File: config.mk
export PLATFORM = sky130hd
export DESIGN_NAME = instr_encoder_loader
export DESIGN_NICKNAME = d
export VERILOG_FILES = /design/src/rtl/instr_encoder_loader_pkg.sv /design/src/rtl/instr_encoder_loader_word_encoder.sv /design/src/rtl/instr_encoder_loader.sv
export SDC_FILE = /design/constraint.sdc
export NUM_CORES = 1
export LEC_CHECK = 0
export ABC_AREA = 0
export ABC_CLOCK_PERIOD_IN_PS = 5500
export BUFFER_PORTS_ARGS = -buffer_cell sky130_fd_sc_hd__buf_2
export CELL_PAD_IN_SITES_DETAIL_PLACEMENT = 1
export CELL_PAD_IN_SITES_GLOBAL_PLACEMENT = 1
export CORE_UTILIZATION = 41
export DETAILED_ROUTE_END_ITERATION = 10
export PLACE_DENSITY = 0.82
export REMOVE_ABC_BUFFERS = 1
export SLEW_MARGIN = 20
export SYNTH_ARGS = -nofsm -noshare
export SYNTH_HDL_FRONTEND = slang
export SYNTH_SLANG_ARGS = --single-unit
File: constraint.sdc
create_clock -name clk -period 5.5 [get_ports clk]
set_input_delay 0.825 -clock clk [delete_from_list [all_inputs] [get_ports clk]]
set_output_delay 0.825 -clock clk [all_outputs]
set_load 0.01 [all_outputs]
File: src/rtl/instr_encoder_loader_pkg.sv
// Shared encoding definitions for the instruction loader and the CPU control decoder.
// Pure declarations: no logic, no latency, no flow control.
// Mnemonics, opcodes, the R-type function prefix and error causes live here so both ends agree.
package instr_encoder_loader_pkg;

    typedef enum logic [3:0] {
        MN_RTYPE = 4'd0,
        MN_LI    = 4'd1,
        MN_LUI   = 4'd2,
        MN_ADDI  = 4'd3,
        MN_ANDI  = 4'd4,
        MN_ORI   = 4'd5,
        MN_B     = 4'd6,
        MN_BEQ   = 4'd7,
        MN_BNE   = 4'd8,
        MN_LB    = 4'd9,
        MN_SB    = 4'd10,
        MN_LW    = 4'd11,
        MN_SW    = 4'd12,
        MN_NOP   = 4'd13
    } mnem_e;

    localparam logic [5:0] OP_RTYPE = 6'b100000;
    localparam logic [5:0] OP_LI    = 6'b111000;
    localparam logic [5:0] OP_LUI   = 6'b111001;
    localparam logic [5:0] OP_ADDI  = 6'b110000;
    localparam logic [5:0] OP_ANDI  = 6'b110010;
    localparam logic [5:0] OP_ORI   = 6'b110011;
    localparam logic [5:0] OP_B     = 6'b111111;
    localparam logic [5:0] OP_BEQ   = 6'b000000;
    localparam logic [5:0] OP_BNE   = 6'b000001;
    localparam logic [5:0] OP_LB    = 6'b000011;
    localparam logic [5:0] OP_SB    = 6'b000111;
    localparam logic [5:0] OP_LW    = 6'b001111;
    localparam logic [5:0] OP_SW    = 6'b011111;

    localparam logic [1:0] RTYPE_FUNC_PREFIX = 2'b11;

    localparam logic [1:0] CAUSE_NONE     = 2'd0;
    localparam logic [1:0] CAUSE_ILLEGAL  = 2'd1;
    localparam logic [1:0] CAUSE_ZERO_BEQ = 2'd2;
    localparam logic [1:0] CAUSE_OVERFLOW = 2'd3;

    typedef enum logic [2:0] {
        ST_IDLE,
        ST_LOAD,
        ST_WRITE,
        ST_PAD,
        ST_RELEASE,
        ST_ERROR
    } state_e;

    typedef struct packed {
        logic [3:0]  mnem;
        logic [4:0]  rs;
        logic [4:0]  rd;
        logic [4:0]  rt;
        logic [3:0]  alu_op;
        logic [15:0] imm;
    } instr_fields_t;

    function automatic logic [31:0] i_word(input logic [5:0] op, input logic [4:0] rs,
                                           input logic [4:0] rd, input logic [15:0] imm);
        return {op, rs, rd, imm};
    endfunction

endpackage

File: src/rtl/instr_encoder_loader_word_encoder.sv
// Purpose: combinational mnemonic/fields to 32-bit instruction word plus illegal/zero-BEQ flags.
// Latency: zero cycles (pure combinational).
// Backpressure: none; the caller decides when the result is captured.
module instr_word_encoder
    import instr_encoder_loader_pkg::*;
(
    input  instr_fields_t fields,
    output logic [31:0]   word,
    output logic          illegal,
    output logic          zero_beq
);

    // Operands a mnemonic does not use are encoded as zero.
    always_comb begin
        word    = '0;
        illegal = 1'b0;
        case (fields.mnem)
            MN_RTYPE: word = {OP_RTYPE, fields.rs, fields.rd, fields.rt, 5'b0,
                              RTYPE_FUNC_PREFIX, fields.alu_op};
            MN_LI:    word = i_word(OP_LI,   5'd0,      fields.rd, fields.imm);
            MN_LUI:   word = i_word(OP_LUI,  5'd0,      fields.rd, fields.imm);
            MN_ADDI:  word = i_word(OP_ADDI, fields.rs, fields.rd, fields.imm);
            MN_ANDI:  word = i_word(OP_ANDI, fields.rs, fields.rd, fields.imm);
            MN_ORI:   word = i_word(OP_ORI,  fields.rs, fields.rd, fields.imm);
            MN_B:     word = i_word(OP_B,    5'd0,      5'd0,      fields.imm);
            MN_BEQ:   word = i_word(OP_BEQ,  fields.rs, fields.rd, fields.imm);
            MN_BNE:   word = i_word(OP_BNE,  fields.rs, fields.rd, fields.imm);
            MN_LB:    word = i_word(OP_LB,   fields.rs, fields.rd, fields.imm);
            MN_SB:    word = i_word(OP_SB,   fields.rs, fields.rd, fields.imm);
            MN_LW:    word = i_word(OP_LW,   fields.rs, fields.rd, fields.imm);
            MN_SW:    word = i_word(OP_SW,   fields.rs, fields.rd, fields.imm);
            MN_NOP:   word = '0;
            default:  illegal = 1'b1;
        endcase
    end

    // An all-zero BEQ would be indistinguishable from NOP at the decoder.
    assign zero_beq = (fields.mnem == MN_BEQ) && (word == 32'h0);

endmodule

File: src/rtl/instr_encoder_loader.sv
// Purpose: encode a host instruction stream and write it sequentially into instruction memory,
// holding the CPU in reset until done (LOADER_NOP_PAD_EN: zero-fill the remaining words).
// Latency: beat accepted at N is written at N+1; backpressure: in_ready only in LOAD (1 word / 2 cycles).
module instr_encoder_loader
    import instr_encoder_loader_pkg::*;
#(
    parameter int DEPTH  = 1024,
    parameter int ADDR_W = $clog2(DEPTH)
) (
    input  logic              clk,
    input  logic              Reset,
    input  logic              start,
    input  logic              in_valid,
    output logic              in_ready,
    input  logic              in_last,
    input  logic [3:0]        in_mnem,
    input  logic [4:0]        in_rs,
    input  logic [4:0]        in_rd,
    input  logic [4:0]        in_rt,
    input  logic [3:0]        in_alu_op,
    input  logic [15:0]       in_imm,
    output logic              Mem_WrEn,
    output logic [ADDR_W-1:0] Mem_Addr,
    output logic [31:0]       Mem_WrData,
    output logic              cpu_hold,
    output logic              busy,
    output logic              err,
    output logic [1:0]        err_cause,
    output logic [ADDR_W:0]   word_count
);

    localparam logic [ADDR_W:0] DEPTH_W = (ADDR_W + 1)'(DEPTH);

    state_e          state_q, state_d;
    logic [ADDR_W:0] addr_q;
    logic [ADDR_W:0] wc_q;
    logic [31:0]     wdata_q;
    logic            last_q;
    logic            hold_q;
    logic            err_q;
    logic [1:0]      cause_q;

    instr_fields_t   fields;
    logic [31:0]     enc_word;
    logic            enc_illegal;
    logic            enc_zero_beq;
    logic [ADDR_W:0] addr_inc;
    logic            at_end;
    logic            restart;

    assign fields = '{mnem: in_mnem, rs: in_rs, rd: in_rd, rt: in_rt,
                      alu_op: in_alu_op, imm: in_imm};

    instr_word_encoder u_enc (
        .fields   (fields),
        .word     (enc_word),
        .illegal  (enc_illegal),
        .zero_beq (enc_zero_beq)
    );

    assign addr_inc = addr_q + 1'b1;
    assign at_end   = (addr_inc == DEPTH_W);
    assign restart  = start && ((state_q == ST_IDLE) || (state_q == ST_ERROR));

    always_ff @(posedge clk or negedge Reset) begin
        if (!Reset) begin
            state_q <= ST_IDLE;
        end else begin
            state_q <= state_d;
        end
    end

    always_comb begin
        state_d  = state_q;
        in_ready = 1'b0;
        Mem_WrEn = 1'b0;
        busy     = 1'b0;
        case (state_q)
            ST_IDLE: begin
                if (start) state_d = ST_LOAD;
            end
            ST_LOAD: begin
                in_ready = 1'b1;
                busy     = 1'b1;
                if (in_valid) begin
                    state_d = (enc_illegal || enc_zero_beq) ? ST_ERROR : ST_WRITE;
                end
            end
            ST_WRITE: begin
                Mem_WrEn = 1'b1;
                busy     = 1'b1;
                if (last_q) begin
`ifdef LOADER_NOP_PAD_EN
                    state_d = at_end ? ST_RELEASE : ST_PAD;
`else
                    state_d = ST_RELEASE;
`endif
                end else if (at_end) begin
                    state_d = ST_ERROR;
                end else begin
                    state_d = ST_LOAD;
                end
            end
`ifdef LOADER_NOP_PAD_EN
            ST_PAD: begin
                Mem_WrEn = 1'b1;
                busy     = 1'b1;
                if (at_end) state_d = ST_RELEASE;
            end
`endif
            ST_RELEASE: begin
                state_d = ST_IDLE;
            end
            ST_ERROR: begin
                if (start) state_d = ST_LOAD;
            end
            default: state_d = ST_IDLE;
        endcase
    end

    always_ff @(posedge clk or negedge Reset) begin
        if (!Reset) begin
            addr_q  <= '0;
            wc_q    <= '0;
            wdata_q <= '0;
            last_q  <= 1'b0;
            hold_q  <= 1'b1;
            err_q   <= 1'b0;
            cause_q <= CAUSE_NONE;
        end else begin
            if (restart) begin
                addr_q  <= '0;
                wc_q    <= '0;
                err_q   <= 1'b0;
                cause_q <= CAUSE_NONE;
                hold_q  <= 1'b1;
            end
            if (state_q == ST_LOAD && in_valid) begin
                wdata_q <= enc_word;
                last_q  <= in_last;
                if (enc_illegal) begin
                    err_q   <= 1'b1;
                    cause_q <= CAUSE_ILLEGAL;
                end else if (enc_zero_beq) begin
                    err_q   <= 1'b1;
                    cause_q <= CAUSE_ZERO_BEQ;
                end
            end
            if (state_q == ST_WRITE) begin
                addr_q <= addr_inc;
                wc_q   <= wc_q + 1'b1;
                if (!last_q && at_end) begin
                    err_q   <= 1'b1;
                    cause_q <= CAUSE_OVERFLOW;
                end
            end
            // Padding keeps advancing the address but not the program word count.
            if (state_q == ST_PAD) addr_q <= addr_inc;
            if (state_d == ST_PAD) wdata_q <= '0;
            if (state_d == ST_RELEASE) hold_q <= 1'b0;
            if (state_d == ST_ERROR) hold_q <= 1'b1;
        end
    end

    assign Mem_Addr   = addr_q[ADDR_W-1:0];
    assign Mem_WrData = wdata_q;
    assign cpu_hold   = hold_q;
    assign err        = err_q;
    assign err_cause  = cause_q;
    assign word_count = wc_q;

endmodule

Word-level counts from Yosys, hierarchy flattened
Cells that the tools add are included.
{ "totals": {"regBits": 62} }
{ "op_classes": {"mux": 32, "reduce_logical": 17, "n_eq_ne": 21, "add_sub_neg": 2} }
{ "op_table": {"columns": ["op", "n"], "rows": [
  ["$pmux W32 S13", 1],
  ["$mux W32", 2],
  ["$mux W11", 4],
  ["$logic_not A32 Y1", 1],
  ["$eq A4 B4 Y1 const B", 6],
  ["$add A11 B1 Y11 const B", 2],
  ["$eq A4 B3 Y1 const B", 4],
  ["$mux W3", 5],
  ["$reduce_or A14 Y1", 1],
  ["$mux W1", 13],
  ["$mux W2", 6],
  ["$eq A11 B11 Y1 const B", 1],
  ["$eq A3 B2 Y1 const B", 3],
  ["$eq A3 B3 Y1 const B", 3],
  ["$pmux W3 S3", 1],
  ["$eq A4 B2 Y1 const B", 2],
  ["$reduce_bool A3 Y1", 2],
  ["$eq A4 B1 Y1 const B", 1],
  ["$logic_and A1 B1 Y1", 4],
  ["$logic_not A4 Y1", 1],
  ["$reduce_bool A2 Y1", 2],
  ["$reduce_or A2 Y1", 2],
  ["$eq A3 B1 Y1 const B", 1],
  ["$logic_not A3 Y1", 1],
  ["2 further kinds", 3]
]} }

Depth between registers and ports, before layout
Gate-level depths: netlist (run 1).
{ "depth": {"word_depth": 11, "depth_mapped": 9, "mapped_depth_nobuf": 7} }

Cells and area by module
A second synthesis (run 1) with hierarchy kept.
{ "unflattened": {"hier_cells": 374, "area_unflattened_um2": 3524.6} }
{ "by_module_without_submodules": {"columns": ["module", "area_per_inst_um2", "n_inst", "cells_per_inst", "seq_area_each_um2"], "rows": [
  ["instr_encoder_loader", 2850.2, 1, 258, 1552.7],
  ["instr_word_encoder", 674.4, 1, 116, 0.0]
]} }

Worst setup path before layout (run 1)
No wires, ideal clock.
{ "synth_timing": {"path_kind": "input port to flip-flop", "startpoint": "input in_mnem[3]", "endpoint": "register cause_q[0] (netlist: err_cause[0])", "cell_stages": 8, "setup_ps": 119, "arrival_time_ps": 2421, "path_slack_ps": 2961, "path_cell_list": "buf_6 -> or4_4 -> buf_6 -> o221ai_1 -> nand4_1 -> and4bb_4 -> nand3_4 -> a21bo_1"} }
{ "synth_between": {"elab_chain_cells": 9, "elab_cells_between_ends": 23, "cone_classes": "13 x eq/ne; 6 x mux; 4 x reduce/logical"} }
{ "synth_lines": {"columns": ["element", "line_no", "text"], "rows": [
  ["from (decl)", "instr_encoder_loader.sv:16", "input logic [3:0] in_mnem,"],
  ["$eq A4 B4 Y1, or another cell as far along", "instr_encoder_loader_word_encoder.sv:17", "case (fields.mnem)"],
  ["$pmux W32 S13", "instr_encoder_loader_word_encoder.sv:17", null],
  ["$logic_not A32 Y1", "instr_encoder_loader_word_encoder.sv:38", "assign zero_beq = (fields.mnem == MN_BEQ) && (word == 32'h0);"],
  ["$logic_and A1 B1 Y1", "instr_encoder_loader_word_encoder.sv:38", null],
  ["$mux W2", "instr_encoder_loader.sv:144", "end else if (enc_zero_beq) begin"],
  ["$mux W2 (*)", "instr_encoder_loader.sv:141", "if (enc_illegal) begin"],
  ["$mux W2 (*)", "instr_encoder_loader.sv:138", "if (state_q == ST_LOAD && in_valid) begin"],
  ["$mux W2", "instr_encoder_loader.sv:152", "if (!last_q && at_end) begin"],
  ["$mux W2 (*)", "instr_encoder_loader.sv:149", "if (state_q == ST_WRITE) begin"],
  ["to (signal assigned)", "instr_encoder_loader.sv:143", "cause_q <= CAUSE_ILLEGAL;"],
  ["to (signal assigned)", "instr_encoder_loader.sv:146", "cause_q <= CAUSE_ZERO_BEQ;"],
  ["to (signal assigned)", "instr_encoder_loader.sv:154", "cause_q <= CAUSE_OVERFLOW;"],
  ["to (decl)", "instr_encoder_loader.sv:41", "logic [1:0] cause_q;"]
]} }
Mark *: on every way between the ends. The rest lies on a longest branch, timed or not.
A chain may end at the register's enable or synchronous reset.

Final worst setup path (run 1)
{ "layout_timing": {"startpoint": "register state_q[1]", "endpoint": "output Mem_WrEn"} }
{ "layout_between": {"elab_chain_cells": 2} }
{ "layout_lines": {"columns": ["element", "line_no", "text"], "rows": [
  ["from (decl)", "instr_encoder_loader.sv:34", "state_e state_q, state_d;"],
  ["from (signal assigned)", "instr_encoder_loader.sv:69", "state_q <= state_d;"],
  ["$eq A3 B2 Y1", "instr_encoder_loader.sv:78", "case (state_q)"],
  ["$mux W1", "instr_encoder_loader.sv:78", null],
  ["to (decl)", "instr_encoder_loader.sv:22", "output logic Mem_WrEn,"]
]} }
No other way between the ends.

==> results of run 1 <==
-- sequential cells by signal (all words and copies together) (netlist names) --
signal,count
state_q,3
err,1
addr_q,11
word_count,11
Mem_WrData,32
cpu_hold,1
err_cause,2
last_q,1
-- worst max path at each step --
stage	startpoint	end	slack, ns	cells past startpoint
finish	state_q[1]	Mem_WrEn	2.58	4
global route	state_q[1]	Mem_WrEn	2.37	4
CTS	state_q[1]	Mem_WrEn	2.58	4
detailed placement	in_mnem[3]	err_cause[0]	2.57	7
global placement	in_mnem[3]	err_cause[0]	2.65	7
floorplan	state_q[1]	err_cause[0]	2.91	5
-- logic make-up (layout without fill, tap and decap cells) --
group | Yosys count | after routing | share of synthesized area
compound gates | 126 | 126 | 0.2409
xor+xnor | 6 | 6 | 0.01512
fa+ha+maj | 3 | 3 | 0.01080
buf+inv | 39 | 123 | 0.05834
flops | 62 | 62 | 0.4469
mux | 5 | 5 | 0.01512
simple gates | 141 | 141 | 0.2128
-- stage by stage --
stage | util | worst slack [ns] | instance area [um^2] | hold slack (ns)
after floorplan | - | 2.912 | 3283 | 0.4469
final | 0.4982 | 2.583 | 4094 | 0.4775
after global routing | 0.4982 | 2.372 | 4094 | 0.4848
after global placement | 0.4795 | 2.652 | 3940 | 0.4585
after CTS | 0.4982 | 2.577 | 4094 | 0.4816
after detailed placement | 0.4795 | 2.574 | 3940 | 0.4651
-- metal layers --
metal / global-route usage / vias up
met4: 0.08590 / 0
met2: 0.4069 / 100
met3: 0.04045 / 18
li1: - / 1562
met5: 0 / -
met1: 0.3053 / 1641
-- Yosys cell counts, types with 9 or more instances --
master    instances  area (um^2)
dfrtp_1          61         1526
o21ai_0          49        245.2
nand2_1          46        172.7
clkbuf_1         21        78.83
nor2_1           20        75.07
a22o_1           15        131.4
nand3_1          15        75.07
buf_4            10        75.07
a21oi_1           9        45.04
and2_1            9        56.30
nand4_1           9        56.30
o221ai_1          9        78.83
-- final cells by class --
type                            instances  area [um^2]
Clock inverter                          3        15.01
Multi-Input combinational cell        281         1722
Inverter                                3        11.26
Clock buffer                           13        138.9
Timing Repair Buffer                  104        523.0
Tap cell                              105        131.4
Fill cell                            1009         4123
Sequential cell                        62         1553
-- power by group --
group | leakage, nW | switching [mW] | total (mW) | internal [mW]
combinational | 1.12 | 0.357 | 0.602 | 0.244
clock | 0.0812 | 0.182 | 0.344 | 0.162
sequential | 0.816 | 0.102 | 0.699 | 0.597
total | 2.02 | 0.641 | 1.64 | 1.00
-- worst max-delay path, cell delays in order (launching register included) --
cell and delay [ns]:
dfrtp_1 0.45, nor2b_1 0.54, nand2b_1 0.36, inv_2 0.24, buf_2 0.16
==> impl_results.md, run 1 <==
* Clock Latency Late Sink at 0.34 ns
* Vias at between 3000 and 4000
* CTS root buf: clkbuf_8
* Clock Skews at around 0.010 ns
* Fin crit share at 0.5304
* Met1 WL at around 4400 um
* R2R Path Start: state_q[1]
* Final ANT Viol Nets at 0
* GRT Util Overall at 0.2397
* Synth cell types at 52
* DIE AREA at 8846 um^2
* Starting Density at 0.4229
* Global-route wire length before repair at 16450 um
* Yosys warning count at 0
* Reg-to-reg endpoint: Mem_WrData[10]
* Post-CTS sizing at 0
* RSZ-0062 raised after global routing: no
* Final setup fails at 0
* Clk sinks at 62
* Post-route DRC violation count at 0
* Drt pass-1 iters at 4
* Sequential share of the synthesized area at 0.4469
* # placed instances at 555
* Critical path arrival at about 2.1 ns
* Metal2 WL at 4816 um
* DP HPWL at 7091 um
* TritonCTS clock tree: built
* TNS Setup at 0 ns
* Max-cap check violation count at 0
* Worst-margin pin slew at 1.025 ns
* WHS Endpoint: Mem_WrData[5]
* Leak Pwr at around 2 nW
* Most common cell after layout, fill and taps aside: buf_2
* Total power at 1.645 mW
* Hold depth at 1
* Crit Path Max Fanout at 10
* Most common flop cell mapped by yosys: dfrtp_1
* ANT cells at 0
* Pin count of the biggest net entering global routing at between 60 and 70
* Die width at around 94 um
* Synth Instances at roughly 380
* Floorplan core area at 8217 um^2
* Fmax achieved at 342.8 MHz
* Crit path kind: reg2out
* Cell count of the worst reg-to-reg path at 4
* CTS Buf Count at 9
* Initial antenna violation count at 0
* Syn avg cell area at 9.096 um^2
* Routed len/inst at 17.39 um
* Slew Viols, Final at 0
* Starting DRT DRC Count at 98
* Final hold vios at 0
* Peak supply drop at 0.2417 mV
* Gr ovfl total at 0
* Hold_buf cts at 0
* #FFs+latches synth at between 60 and 70
* Commonest cells after routing, fill and taps aside: 103 x buf_2, 61 x dfrtp_1, 49 x o21ai_0, 45 x nand2_1, 20 x nor2_1
* H-tree lvl count at 3
* Share of layout cells above drive strength 1 at 0.2661
* Fin crit period at 2.917 ns
* Status: completed
* Post-synth design cell area at 3475 um^2
* Met3 routed WL at 485 um
* Ys async rst share at 1.000
* Non-filler cells, final at 571
* Height of the chip at around 94 um
* Post-synth EDFFs at 0
* Slew headroom at 0.3124
* Site Rows at 33
* Clock-pin slew on the worst setup and hold paths at 0.07 ns
* Total wire length at 9932 um
* Placer congestion estimate at 0.8274
* Crit path launch type: flip-flop
* CP Capture Type: primary output
* R2R Setup Slk at 2.97 ns
* Worst Path Required at 4.68 ns
* Area delta synth->final at 17.83%
* Hold Startpoint: Mem_WrData[5]
* HP Class: reg2reg
* Uppermost routed layer: met4
* IO Pins at around 100
* Fin nets at about 510
* PwrDens at between 400 and 500 nW/um^2
* Clock Path Buffers at 2
* Post-CTS Setup Bufs at 0
* Port bufs at 103
* Vias in the first global route at roughly 3300
* Vias per Instance at 5.816
(Power assumes the default switching activity.)
==> run 2: changes to the inputs <==
ABC_AREA = 1   (was 0)
ABC_CLOCK_PERIOD_IN_PS = 2600   (was 5500)
CORE_UTILIZATION = 33   (was 41)
PLACE_DENSITY = 0.73   (was 0.82)
clock period = 2.6 ns   (was 5.5 ns; I/O delays follow)
==> impl_results.md, run 2 <==
* Status: completed (unchanged)
* Sequential power share at 0.389 (was 0.425)
* Sequential share of the synthesized area at 0.4612 (was 0.4469)
* Site Rows at 36 (was 33)
* Post-route DRC violation count at 0 (unchanged)
* Commonest cells after routing, fill and taps aside: 130 x nand2_1, 103 x buf_2, 61 x dfrtp_1, 50 x inv_1, 41 x o21ai_0 (was 103 x buf_2, 61 x dfrtp_1, 49 x o21ai_0, 45 x nand2_1, 20 x nor2_1)
* Clock Latency Late Sink at 0.33 ns (was 0.34 ns)
* CP Capture Type: primary output (unchanged)
* Post-synth top area share at 0.4534 (was 0.4393)
* Synth Instances at 446 (was 382)
* Critical path arrival at 1.86 ns (was 2.09 ns)
* Synth cell types at 39 (was 52)
* #FFs+latches synth at 62 (unchanged)
* Clock Path Buffers at 2 (unchanged)
* Fmax achieved at 443.6 MHz
* Crit-path slowest cell: dfrtp_1 (was nor2b_1)
* Switching share of power at 0.3786 (was 0.3899)
* Clock Skews at 0.01506 ns (was 0.01031 ns)
* Gr ovfl total at 0 (unchanged)
* Port bufs at 103 (unchanged)
* Final setup fails at 0 (unchanged)
* DP HPWL at 7398 um (was 7091 um)
* Fin crit period at 2.254 ns
* Post-synth EDFFs at 0 (unchanged)
* H-tree lvl count at 3 (unchanged)
* Share of layout cells above drive strength 1 at 0.2573 (was 0.2661)
* Area delta synth->final at 24.79% (was 17.83%)
* Routed len/inst at 13.99 um (was 17.39 um)
* P_int at 2.309 mW (was 1.003 mW)
* Post-synth design cell area at 3367 um^2 (was 3475 um^2)
* HP Class: in2reg (was reg2reg)
* Ys async rst share at 1.000 (unchanged)
* Worst path buffer plus inverter count at 4 (was 2)
* Final hold vios at 0 (unchanged)
* Starting DRT DRC Count at 46 (was 98)
* IO Pins at 104 (unchanged)
* Starting Density at 0.3429 (was 0.4229)
* Clock Power Share at 0.260 (was 0.209)
* Final ANT Viol Nets at 0 (unchanged)
* Fin nets at 590 (was 508)
* Fin crit share at 0.8670
* Area leader, netlist: dfrtp_1 (unchanged)
* Most common cell after layout, fill and taps aside: nand2_1 (was buf_2)
* Floorplan core area at 9819 um^2 (was 8217 um^2)
* Max-cap check violation count at 0 (unchanged)
* Initial antenna violation count at 0 (unchanged)
* Hold WS at 0.2857 ns (was 0.4775 ns)
* Top post-synthesis cells by area: dfrtp_1 45%, nand2_1 15%, o21ai_0 6.1%, inv_1 5.6%, nand3_1 4.9% (was dfrtp_1 44%, o21ai_0 7.1%, nand2_1 5.0%, a22o_1 3.8%, clkbuf_1 2.3%)
* Area after DPL at 3964 um^2 (was 3940 um^2)
* Crit Path Max Fanout at 13 (was 10)
* Placer congestion estimate at 0.8294 (was 0.8274)
* CTS Buf Count at 9 (unchanged)
* Critical path's top delay family: buffers and inverters (was simple AND/OR/NAND/NOR gates)
* Global-route wire length before repair at 15900 um (was 16450 um)
* Worst-margin pin slew at 0.4467 ns (was 1.025 ns)
* Drt pass-1 iters at 4 (unchanged)
* Slew Viols, Final at 0 (unchanged)
* Net switching power at 1.407 mW (was 0.6414 mW)
* Post-CTS sizing at 0 (unchanged)
* Combinational power share at 0.351 (was 0.366)
* Yosys warning count at 0 (unchanged)
* PwrDens at 884.3 nW/um^2 (was 401.8 nW/um^2)
* Peak supply drop at 0.3463 mV (was 0.2417 mV)
* Die width at 103.0 um (was 94.06 um)
* Max reg flops at 32 (unchanged)
* Vias in the first global route at 3291 (was 3317)
* TNS Setup at 0 ns (unchanged)
* TritonCTS clock tree: built (unchanged)
* Fillcell total at 1293 (was 1009)
* Cells along the critical path: inv_1 > nor2_1 > inv_1 > nor2_1 > inv_1 > nand2_1 > buf_2 (was nor2b_1 > nand2b_1 > inv_2 > buf_2)
* Vias at 3232 (was 3321)
* Max incr delay on CP at 0.40 ns (was 0.54 ns)
* RSZ-0062 raised after global routing: no (unchanged)
* Most common flop cell mapped by yosys: dfrtp_1 (unchanged)
* DIE AREA at 10610 um^2 (was 8846 um^2)
* GRT Util Overall at 0.1938 (was 0.2397)
* Design area at 4202 um^2 (was 4094 um^2)
* CP most frequent cell: inv_1
* Crit path kind: reg2out (unchanged)
* Total power at 3.715 mW (was 1.645 mW)
* Clk sinks at 62 (unchanged)
* Worst Path Required at 2.21 ns (was 4.68 ns)
* Pin count of the biggest net entering global routing at 52 (was 63)
* Top cells by count, synth: 131 x nand2_1, 61 x dfrtp_1, 50 x inv_1 (was 61 x dfrtp_1, 49 x o21ai_0, 46 x nand2_1)
* Clock-pin slew on the worst setup and hold paths at 0.06 ns (was 0.07 ns)
* Cell with the most instances after synthesis: nand2_1 (was dfrtp_1)
* Syn avg cell area at 7.549 um^2 (was 9.096 um^2)
* Height of the chip at 103.0 um (was 94.06 um)
* Slew headroom at 0.7022 (was 0.3124)
* Leak Pwr at 2.272 nW (was 2.019 nW)
* Total wire length at 9541 um (was 9932 um)
* Crit path launch type: flip-flop (unchanged)
* Post-CTS Setup Bufs at 0 (unchanged)
* Vias per Instance at 4.739 (was 5.816)
* CTS root buf: clkbuf_8 (unchanged)
-- run 2: changes by cell type after synthesis, moves of 9 or more --
cell	previous run	this run
clkbuf_1	21	9
o221ai_1	9	0
nand2_1	46	131
nor2_1	20	36
a22o_1	15	0
nand3_1	15	33
inv_1	2	50
-- run 2: kinds of logic (layout without fill, tap and decap cells) --
group                      after synthesis  count (layout)  share of synthesized area
and+or+nand+nor                        225             225                     0.2835
AOI/OAI and AO/OA                       75              75                     0.1289
buffers and inverters                   74             176                    0.09662
DFF                                     62              62                     0.4612
xor gates and xnor gates                 6               6                    0.01561
adders and majority gates                3               3                    0.01115
muxes                                    1               1                   0.002973
other                                    0               1                          0
-- run 2: area by class of cell --
type	instances	area, um^2	area share
inverters	52	195.2	0.04646
repair buffers	108	568.0	0.1352
clock buffers	12	155.1	0.03693
clock inverters	4	70.07	0.01668
flip-flops and latches	62	1553	0.3696
well taps	133	166.4	0.03961
diodes	1	2.502	0.0005956
multi-input cells	310	1491	0.3550
-- run 2: path summary, 6_finish.rpt --
path / to / slack, ns / startpoint / cells past startpoint
worst max-delay path: busy / 0.35 / state_q[1] / 7
worst min-delay path: last_q / 0.29 / in_last / 3
worst max register to register: err / 0.50 / addr_q[0] / 11
worst min register to register: word_count[10] / 0.47 / word_count[10] / 1
max in group asynchronous: cpu_hold / 1.40 / Reset / 3
min in group asynchronous: addr_q[2] / 0.52 / Reset / 2
-- run 2: worst register-to-register path, stage by stage (launching register included) --
cell and delay [ns]:
dfrtp_1 0.48, ha_1 0.29, nand2_1 0.08, nor2_1 0.15, xor2_1 0.22, nand3_1 0.16
nor2_1 0.14, nand2_1 0.06, nor2_1 0.09, nand4_1 0.12, and2_1 0.18, nand3_1 0.06
-- run 2: power groups by stage --
stage	registers [mW]	clock network (mW)	logic [mW]
after floorplan	1.55	0	0.627
after global placement	1.45	0	1.31
after detailed placement	1.46	0	1.33
after CTS	1.45	1.00	1.34
after global routing	1.48	1.04	1.50
final	1.44	0.966	1.31
-- run 2: per-layer routing --
metal  track usage  wire length [um]  up-vias
met4       0.03250                24        0
met1        0.2411              4306     1532
met5             0                 0        -
met3       0.05559               501        2
met2        0.3385              4708       72
li1              -                 -     1626
-- run 2: timing repair --
item | 4_1_cts | 5_1_grt
endpoints found under the hold margin | 14 | 0
setup endpoints to repair | 0 | 0
hold buffers | 1 | 0
-- run 2: per-stage QoR --
step / cells / setup WS (ns) / util
5_1_grt: 681 / 0.1066 / 0.4276
3_3_place_gp: 664 / 0.5023 / 0.4037
6_report: 682 / 0.3458 / 0.4279
2_1_floorplan: 424 / 0.2603 / -
4_1_cts: 681 / 0.2544 / 0.4276
3_5_place_dp: 664 / 0.3990 / 0.4037
==> run 3: changes to the inputs <==
RECOVER_POWER = 100   (was not set)
==> impl_results.md, run 3 (synthesis gave the netlist of run 2 again) <==
* Cells along the critical path: inv_1 > nor2_1 > inv_1 > nor2_1 > inv_1 > nand2_1 > buf_2 (unchanged)
* CTS root buf: clkbuf_8 (unchanged)
* Post-route DRC violation count at 0 (unchanged)
* Die width at 103.0 um (unchanged)
* Fin crit share at 0.8704 (was 0.8670)
* DIE AREA at 10610 um^2 (unchanged)
* Fin nets at 590 (unchanged)
* Most common cell after layout, fill and taps aside: nand2_1 (unchanged)
* Global-route wire length before repair at 15900 um (unchanged)
* Max reg flops at 32 (unchanged)
* Max-cap check violation count at 0 (unchanged)
* TNS Setup at 0 ns (unchanged)
* Status: completed (unchanged)
* Clk sinks at 62 (unchanged)
* Crit path launch type: flip-flop (unchanged)
* Vias per Instance at 4.778 (was 4.739)
* Floorplan core area at 9819 um^2 (unchanged)
* Vias in the first global route at 3291 (unchanged)
* Crit Path Max Fanout at 13 (unchanged)
* RSZ-0062 raised after global routing: no (unchanged)
* CTS Buf Count at 9 (unchanged)
* Area delta synth->final at 21.37% (was 24.79%)
* Share of layout cells above drive strength 1 at 0.1387 (was 0.2573)
* Site Rows at 36 (unchanged)
* Clock-pin slew on the worst setup and hold paths at 0.06 ns (about the same)
* Gr ovfl total at 0 (unchanged)
* Critical path arrival at 1.87 ns (was 1.86 ns)
* Final ANT Viol Nets at 0 (unchanged)
* ANT cells at 0 (was 1)
* GRT Util Overall at 0.1938 (unchanged)
* Pin count of the biggest net entering global routing at 52 (unchanged)
* Starting Density at 0.3429 (unchanged)
* Height of the chip at 103.0 um (unchanged)
* Worst path buffer plus inverter count at 4 (unchanged)
* # placed instances at 664 (unchanged)
* Initial antenna violation count at 0 (unchanged)
* Final hold vios at 0 (unchanged)
* Starting DRT DRC Count at 57 (was 46)
* Commonest cells after routing, fill and taps aside: 132 x nand2_1, 61 x dfrtp_1, 61 x clkbuf_1, 50 x inv_1, 43 x buf_2 (was 130 x nand2_1, 103 x buf_2, 61 x dfrtp_1, 50 x inv_1, 41 x o21ai_0)
* Clock Path Buffers at 2 (unchanged)
* Design area at 4086 um^2 (was 4202 um^2)
* Fin util at 0.4162 (was 0.4279)
* Worst Path Required at 2.21 ns (about the same)
* Crit path kind: reg2out (unchanged)
* Crit-path slowest cell: dfrtp_1 (unchanged)
* Routed len/inst at 14.04 um (was 13.99 um)
* Peak supply drop at 0.3302 mV (was 0.3463 mV)
* HP Class: in2reg (unchanged)
* CP Capture Type: primary output (unchanged)
* Slew Viols, Final at 0 (unchanged)
* Drt pass-1 iters at 4 (unchanged)
* Worst-margin pin slew at 0.9287 ns (was 0.4467 ns)
* DP HPWL at 7398 um (unchanged)
* TritonCTS clock tree: built (unchanged)
* Leak Pwr at 2.026 nW (was 2.272 nW)
* Vias at 3254 (was 3232)
* Critical path's top delay family: buffers and inverters (unchanged)
* Fin crit period at 2.263 ns (was 2.254 ns)
* Placer congestion estimate at 0.8294 (unchanged)
* CP most frequent cell: inv_1 (unchanged)
* Fmax achieved at 441.9 MHz (was 443.6 MHz)
* IO Pins at 104 (unchanged)
* Area after DPL at 3964 um^2 (unchanged)
* PwrDens at 890.0 nW/um^2 (was 884.3 nW/um^2)
* Clock Latency Late Sink at 0.34 ns (was 0.33 ns)
* Clock Skews at 0.01523 ns (was 0.01506 ns)
* Total wire length at 9560 um (was 9541 um)
* H-tree lvl count at 3 (unchanged)
* Max incr delay on CP at 0.39 ns (was 0.40 ns)
* Slew headroom at 0.3808 (was 0.7022)
* Non-filler cells, final at 681 (was 682)
* Port bufs at 103 (unchanged)
* Final setup fails at 0 (unchanged)
[run 3: changes by cell type in the layout (fill, tap and decap cells not counted)]
cell,change
nand3_1,+2
buf_4,-2
buf_12,-1
clkbuf_4,+1
nor3_1,+1
buf_2,-60
nand3_2,-2
diode_2,-1
clkbuf_1,+60
nand2_2,-2
clkbuf_2,+2
nor3_2,-1
nand2_1,+2
[run 3: cell type report]
class	instances	area (um^2)
inverter	52	195.2
clock inverter	4	70.07
multi-input combinational	310	1471
clock buffer	12	155.1
sequential	62	1553
fill	1310	5733
timing repair buffer	108	475.5
tap	133	166.4
[run 3: worst paths after layout]
kind | startpoint | end | slack, ns | cells past startpoint
max | state_q[1] | busy | 0.34 | 7
min | in_last | last_q | 0.28 | 3
max reg2reg | state_q[0] | err_cause[1] | 0.41 | 8
min reg2reg | word_count[10] | word_count[10] | 0.47 | 1
max in group asynchronous | Reset | Mem_WrData[10] | 0.59 | 3
min in group asynchronous | Reset | addr_q[2] | 0.71 | 2
[run 3: power breakdown]
group | internal, mW | switching, mW
clock network | 0.590 | 0.378
logic | 0.386 | 0.833
registers | 1.25 | 0.197
total | 2.23 | 1.41
[run 3: repair_timing]
item / CTS / global route
gates resized for setup: 0 / 0
buffers inserted: 0 / 0
hold endpoints to repair: 14 / 0
hold buffers: 1 / 0
[run 3: through the flow]
step | total power [mW] | hold WS (ns) | worst slack, ns
5_1_grt | 3.941 | 0.2727 | 0.07156
3_3_place_gp | 2.754 | 0.3485 | 0.5023
3_5_place_dp | 2.788 | 0.3501 | 0.3990
4_1_cts | 3.787 | 0.2670 | 0.2544
6_report | 3.637 | 0.2830 | 0.3371
2_1_floorplan | 2.174 | 0.09441 | 0.2603
[run 3: tightest hold or removal path, stage by stage]
cell,delay [ns]
buf_2,0.08
nand2_1,0.04
o21ai_0,0.06
[run 3: routing by layer]
metal,part of all wire,global-route usage,vias to the layer above,routed length [um]
met5,0,0,-,0
met4,0.0036,0.03250,0,34
met3,0.053,0.05559,4,510
met2,0.49,0.3385,74,4666
met1,0.46,0.2411,1553,4350
li1,-,-,1623,-
